<file path="src/rtl/sdram_pkg.sv">
// Shared SDRAM command encodings, sequencer states and default timing for the
// init/refresh scheduler and the CPU access engine.
package sdram_pkg;

    typedef logic [2:0] cmd_t;   // {~WE, ~RAS, ~CAS}

    localparam cmd_t CMD_NOP = 3'b111;
    localparam cmd_t CMD_PRE = 3'b001;
    localparam cmd_t CMD_REF = 3'b100;
    localparam cmd_t CMD_LMR = 3'b000;

    typedef enum logic [3:0] {
        PWRUP_WAIT,
        PRE,
        WAIT_RP,
        INIT_REF,
        WAIT_RFC_I,
        LMR,
        WAIT_MRD,
        IDLE,
        REF,
        WAIT_RFC,
        GRANT
    } state_t;

    // 25 MHz CPU clock
    localparam int          T_POWERUP_DEF      = 5000;
    localparam int          T_RP_DEF           = 2;
    localparam int          T_RFC_DEF          = 7;
    localparam int          T_MRD_DEF          = 2;
    localparam int          INIT_REFRESHES_DEF = 8;
    localparam int          REF_INTERVAL_DEF   = 390;
    localparam int          DEBT_MAX_DEF       = 7;
    localparam int          CAS_LATENCY        = 2;
    localparam int          BURST_LEN          = 4;
    localparam logic [11:0] MODE_REG_DEF       = 12'h022;

endpackage

</file>
<file path="src/rtl/sdram_refresh_timer.sv">
// Refresh interval counter feeding a saturating count of owed auto-refreshes.
module sdram_refresh_timer
    import sdram_pkg::*;
#(
    parameter int REF_INTERVAL = REF_INTERVAL_DEF,
    parameter int DEBT_MAX     = DEBT_MAX_DEF
) (
    input  logic       clk,
    input  logic       rst_n,
    input  logic       tick_en,
    input  logic       dec,
    output logic [2:0] debt
);

    localparam int IW = $clog2(REF_INTERVAL + 1);

    logic [IW-1:0] cnt;
    logic          tick;

    assign tick = tick_en && (cnt == IW'(REF_INTERVAL - 1));

    always_ff @(posedge clk or negedge rst_n) begin
        if (!rst_n)       cnt <= '0;
        else if (tick_en) cnt <= tick ? '0 : cnt + IW'(1);
    end

    // A tick and a refresh issue in the same cycle cancel out.
    always_ff @(posedge clk or negedge rst_n) begin
        if (!rst_n)
            debt <= '0;
        else if (tick && !dec && debt != 3'(DEBT_MAX))
            debt <= debt + 3'd1;
        else if (dec && !tick && debt != 3'd0)
            debt <= debt - 3'd1;
    end

endmodule

</file>
<file path="src/rtl/sdram_init_refresh_sched.sv">
// SDRAM power-up init sequencer and auto-refresh scheduler; hands the command
// bus to the access engine through acc_req/acc_gnt when no refresh is owed.
module sdram_init_refresh_sched
    import sdram_pkg::*;
#(
    parameter int          T_POWERUP      = T_POWERUP_DEF,
    parameter int          T_RP           = T_RP_DEF,
    parameter int          T_RFC          = T_RFC_DEF,
    parameter int          T_MRD          = T_MRD_DEF,
    parameter int          INIT_REFRESHES = INIT_REFRESHES_DEF,
    parameter int          REF_INTERVAL   = REF_INTERVAL_DEF,
    parameter logic [11:0] MODE_REG       = MODE_REG_DEF,
    parameter int          DEBT_MAX       = DEBT_MAX_DEF
) (
    input  logic        CLK,
    input  logic        RESET,
    input  logic        acc_req,
    input  logic        acc_done,
    output logic        acc_gnt,
    output logic        own_bus,
    output logic        init_done,
    output logic        SDRAM_CLK_EN,
    output logic        SDRAM_CS,
    output logic [2:0]  SDRAM_CMD,
    output logic [11:0] SDRAM_A,
    output logic [1:0]  SDRAM_BA,
    output logic [2:0]  ref_debt
);

    localparam int CW = 16;
    localparam int RW = 8;

    state_t        state, state_n, idle_pick;
    logic [CW-1:0] cnt, cnt_n;
    logic [RW-1:0] rcnt, rcnt_n;
    logic          dec;
    cmd_t          cmd_n;
    logic [11:0]   a_n;

    // IDLE is folded into the end of WAIT_RFC so refreshes run T_RFC apart.
    assign idle_pick = (ref_debt != 3'd0) ? REF : (acc_req ? GRANT : IDLE);
    assign dec       = (state_n == REF);

    always_comb begin
        state_n = state;
        cnt_n   = cnt + CW'(1);
        rcnt_n  = rcnt;
        unique case (state)
            PWRUP_WAIT: if (cnt == CW'(T_POWERUP)) state_n = PRE;
            PRE:        state_n = WAIT_RP;
            WAIT_RP:    if (cnt == CW'(T_RP - 2)) state_n = INIT_REF;
            INIT_REF: begin
                state_n = WAIT_RFC_I;
                rcnt_n  = rcnt + RW'(1);
            end
            WAIT_RFC_I: if (cnt == CW'(T_RFC - 2))
                            state_n = (rcnt == RW'(INIT_REFRESHES)) ? LMR : INIT_REF;
            LMR:        state_n = WAIT_MRD;
            WAIT_MRD:   if (cnt == CW'(T_MRD - 2)) state_n = IDLE;
            IDLE:       state_n = idle_pick;
            REF:        state_n = WAIT_RFC;
            WAIT_RFC:   if (cnt == CW'(T_RFC - 2)) state_n = idle_pick;
            GRANT:      if (acc_done) state_n = IDLE;
            default:    state_n = PWRUP_WAIT;
        endcase
        if (state_n != state) cnt_n = '0;
    end

    always_comb begin
        cmd_n = CMD_NOP;
        a_n   = 12'h000;
        unique case (state_n)
            PRE: begin
                cmd_n = CMD_PRE;
                a_n   = 12'h400;
            end
            INIT_REF, REF: cmd_n = CMD_REF;
            LMR: begin
                cmd_n = CMD_LMR;
                a_n   = MODE_REG;
            end
            default: ;
        endcase
    end

    // Outputs are registered from the next state so they line up with it.
    always_ff @(posedge CLK or negedge RESET) begin
        if (!RESET) begin
            state        <= PWRUP_WAIT;
            cnt          <= '0;
            rcnt         <= '0;
            SDRAM_CLK_EN <= 1'b0;
            SDRAM_CS     <= 1'b1;
            SDRAM_CMD    <= CMD_NOP;
            SDRAM_A      <= 12'h000;
            SDRAM_BA     <= 2'b00;
            acc_gnt      <= 1'b0;
            own_bus      <= 1'b1;
            init_done    <= 1'b0;
        end else begin
            state        <= state_n;
            cnt          <= cnt_n;
            rcnt         <= rcnt_n;
            SDRAM_CLK_EN <= 1'b1;
            SDRAM_CS     <= (state_n == GRANT);
            SDRAM_CMD    <= cmd_n;
            SDRAM_A      <= a_n;
            SDRAM_BA     <= 2'b00;
            acc_gnt      <= (state_n == GRANT);
            own_bus      <= (state_n != GRANT);
            if (state_n == IDLE) init_done <= 1'b1;
        end
    end

    sdram_refresh_timer #(
        .REF_INTERVAL (REF_INTERVAL),
        .DEBT_MAX     (DEBT_MAX)
    ) u_timer (
        .clk     (CLK),
        .rst_n   (RESET),
        .tick_en (init_done),
        .dec     (dec),
        .debt    (ref_debt)
    );

endmodule

</file>
<file path="config.mk">
export PLATFORM = sky130hd
export DESIGN_NAME = sdram_init_refresh_sched
export DESIGN_NICKNAME = d
export VERILOG_FILES = /design/src/rtl/sdram_pkg.sv /design/src/rtl/sdram_refresh_timer.sv /design/src/rtl/sdram_init_refresh_sched.sv
export SDC_FILE = /design/constraint.sdc
export NUM_CORES = 1
export LEC_CHECK = 0
export CAP_MARGIN = 20
export CORE_AREA = 4 4 91 93
export DETAILED_ROUTE_END_ITERATION = 10
export DIE_AREA = 0 0 95 97
export MAX_ROUTING_LAYER = met4
export SLEW_MARGIN = 25
export SYNTH_ARGS = -nofsm -noshare
export SYNTH_HDL_FRONTEND = slang
export SYNTH_HIERARCHICAL = 1
export SYNTH_SLANG_ARGS = --single-unit
</file>
<file path="constraint.sdc">
create_clock -name CLK -period 3.5 [get_ports CLK]
set_input_delay 0.7 -clock CLK [delete_from_list [all_inputs] [get_ports CLK]]
set_output_delay 0.7 -clock CLK [all_outputs]
set_load 0.01 [all_outputs]
</file>
==> results.md <==
- Minimum clock period after layout: 3340 ps
- Worst slew pin tran: 817 ps
- GRT Overall Usage: 13.0%
- Antenna viol nets, final: 0
- RSZ-0062 raised after global routing: false
- Post-Layout Cell Count: 426
- Drt via density: 5.12
- Worst EP required: 3680 ps
- Post-synth EDFFs: 0
- Synthesized cell area: 2930 µm²
- Crit. End Element: flip-flop
- Critical Path AT: 3520 ps
- Number of global-route vias before repair: 2051
- Mapped Avg Cell Area: 9.88 µm²
- Cell Chain, Critical Path: clkdlybuf4s50_1 > buf_4 > nor4_4 > buf_4 > or3_1 > a311oi_2 > and3_4 > nor4b_4 > nand3_2 > fa_2 > nor2_1 > nand4_1 > a21oi_1 > a211oi_2
- Clk buf depth: 2
- R2R Path Start: cnt[4]$_DFF_PN0_
- Buf/Inv on CP: 3
- Total global routing overflow: 0
- Synth top area cells: dfrtp_1, dfstp_2, xor2_1
- Crit share post-route: 95.5%
- Yosys top cell by area: dfrtp_1
- Via count: 2180
- Die footprint: 9220 µm²
- I/O pin total: 29
- Worst reg2reg path depth: 11
- Post-DP HPWL: 3.96 mm
- Largest net degree at the start of global routing: 39
- Status: finished, final reports clean
- H-tree depth: 2
- CTS tree: yes
- P per Cell Area: 307 nW/µm²
- Total power draw: 0.00103 W
- FF-to-FF End: u_timer/debt[1]$_DFFE_PN0P_
- Share of flip-flops with an asynchronous set or reset: 100%
- Peak VDD IR: 0.151 mV
- DRC: 0
- Hold-fix buffers, CTS: 0
- CTS resizes: 0
- Synth top area share: 38.5%
- DR pass1 iterations: 4
- Leak: 1.45 nW
- DR WL/cell: 13.2 µm
- Finished Cell Area: 3350 µm²
- Root buffer cell: clkbuf_8
- Num CTS Buffers: 5
- Worst skew pair latency: 300 ps
- Final setup viols: 0
- Share of layout cells above drive strength 1: 18.2%
- MaxCap Viol Count: 0
- Core Region: 7530 µm²
- Reg2Reg Setup Slack: 260 ps
- Critical path's slowest cell: clkdlybuf4s50_1
- Clk slew on worst S/H paths: 90 ps
- Initial Util: 38.9%
- Critical path's largest stage delay: 480 ps
- Placed insts: 418
- Die width: 95 µm
- Sequential area share after synthesis: 43.0%
- First-pass GRT wire length: 9.50 mm
- ANT cells: 0
- 1st-iter DRT viols: 131
- Synth Flop Type: dfrtp_1
- Hold Path Class: in -> async
- Synth Warn #: 6
- CP Max Fanout: 5
- Count of cell types in the netlist: 66
- Final GP Congestion: 0.854
- Max_slew headroom: 45.6%
- WS Path Type: in -> reg
- Setup bufs post-CTS: 0
- Synthesized flop and latch total: 50
- Cell mode on critical path: buf_4
- Rows: 32
- Synthesized instance count: 296
- Area Overhead vs Synth: 14.5%
- Final nets: 335
- Highest Clock Rate: 0.299 GHz
- Cell family with most CP delay: simple AND/OR/NAND/NOR gates
- I/O Buffers: 17
- Hold slack: 489 ps
- Max Slew Vio Count: 0
- Routed Wire Length: 5.62 mm
- Fin Clk Skew: 4.60 ps
- Die H: 97 µm
- Fill cell count: 756
- Crit start category: primary input
- Final hold vios: 0
- Initial antenna violation count: 0
- Clock sink count: 50
- Placed Area: 3180 µm²
stage by stage:
step | utilization (%) | TNS (ps) | setup slack (ps)
2_1_floorplan | - | 0 | 376
3_3_place_gp | 42.2 | -256 | -137
3_5_place_dp | 42.2 | -346 | -191
4_1_cts | 43.7 | 0 | 104
5_1_grt | 44.5 | 0 | 14.9
6_report | 44.5 | 0 | 158
area by class of cell:
class	instances	area [µm²]	area share, %
Inverter	12	45.0	1.34
Timing Repair Buffer	31	270	8.07
Tap cell	102	128	3.81
Clock inverter	1	30.0	0.896
Multi-Input combinational cell	223	1530	45.8
Sequential cell	50	1260	37.5
Clock buffer	7	86.3	2.58
cells by family after synthesis:
family	after synthesis	synth area share, %
buffers and inverters	33	7.87
and+or+nand+nor	129	24.8
DFF	50	43.0
muxes	2	0.727
adders and majority gates	8	3.68
AOI/OAI and AO/OA	44	11.3
xor gates and xnor gates	28	8.38
other	2	0.257
cells in the final DEF (no fill, tap or decap), types with 3 or more instances in the layout:
cell type and count:
o21ai_0 5, nand4_1 11, a21oi_1 8, inv_1 12
xnor2_1 13, nor3_1 7, nor2_1 32, nor3_2 3
clkbuf_8 6, dfrtp_1 45, conb_1 12, and3_1 5
clkdlybuf4s50_1 16, or3_1 3, nor4_1 4, or4_4 3
nand2_1 22, nand3_1 15, dfstp_2 5, xor2_1 15
buf_4 14, ha_1 7, a31oi_1 3
layer usage:
layer | vias to the layer above | track usage [%] | share of wire (%)
met3 | 6 | 2.49 | 3.3
met5 | - | - | 0
met4 | 0 | 4.22 | 1.4
li1 | 1080 | - | -
met1 | 1052 | 18.2 | 50
met2 | 42 | 19.1 | 45
cells in the mapped netlist (2+ instances only):
cell type   n
nor3b_1     2
a211oi_2    2
o31a_1      2
ha_1        7
or3_1       3
inv_1      12
nor4_1      4
dfrtp_1    45
buf_6       5
a21oi_1     9
nor2_1     32
nor3_1      8
buf_4      13
nand4_1    11
a31oi_1     3
xnor2_1    13
dfstp_2     5
nand2_1    22
or4_4       2
conb_1      2
xor2_1     15
nand3_1    16
clkbuf_8    2
a311oi_1    4
o21ai_0     5
o22ai_1     2
nor4b_1     2
nor2b_1     2
a211oi_1    2
nor3_2      2
and3_1      6
nor2_2      2
state kept, by name (all words and copies together), names as in the netlist:
name          count
state             4
own_bus           1
u_timer/cnt       9
SDRAM_CMD         3
cnt              16
acc_gnt           1
rcnt              8
u_timer/debt      3
SDRAM_CS          1
init_done         1
SDRAM_CLK_EN      1
SDRAM_A           2
worst max-delay path by stage:
stage               depth (start not counted)  slack, ps  startpoint                          end
CTS                                        13        100     acc_req  u_timer/debt[1]$_DFFE_PN0P_
detailed placement                         13       -190     acc_req  u_timer/debt[1]$_DFFE_PN0P_
floorplan                                  11        380     acc_req  u_timer/debt[1]$_DFFE_PN0P_
finish                                     14        160     acc_req  u_timer/debt[1]$_DFFE_PN0P_
global route                               13         10     acc_req  u_timer/debt[1]$_DFFE_PN0P_
global placement                           13       -140     acc_req  u_timer/debt[1]$_DFFE_PN0P_
where the power goes:
part | switching, W | total, W | internal (W) | leakage (nW)
sequential | 0.000000140 | 0.000578 | 0.000578 | 0.669
clock | 0.000189 | 0.000423 | 0.000233 | 0.0585
combinational | 0.0000197 | 0.0000271 | 0.00000742 | 0.726
total | 0.000209 | 0.00103 | 0.000819 | 1.45
Power figures use the tool's default switching activity.
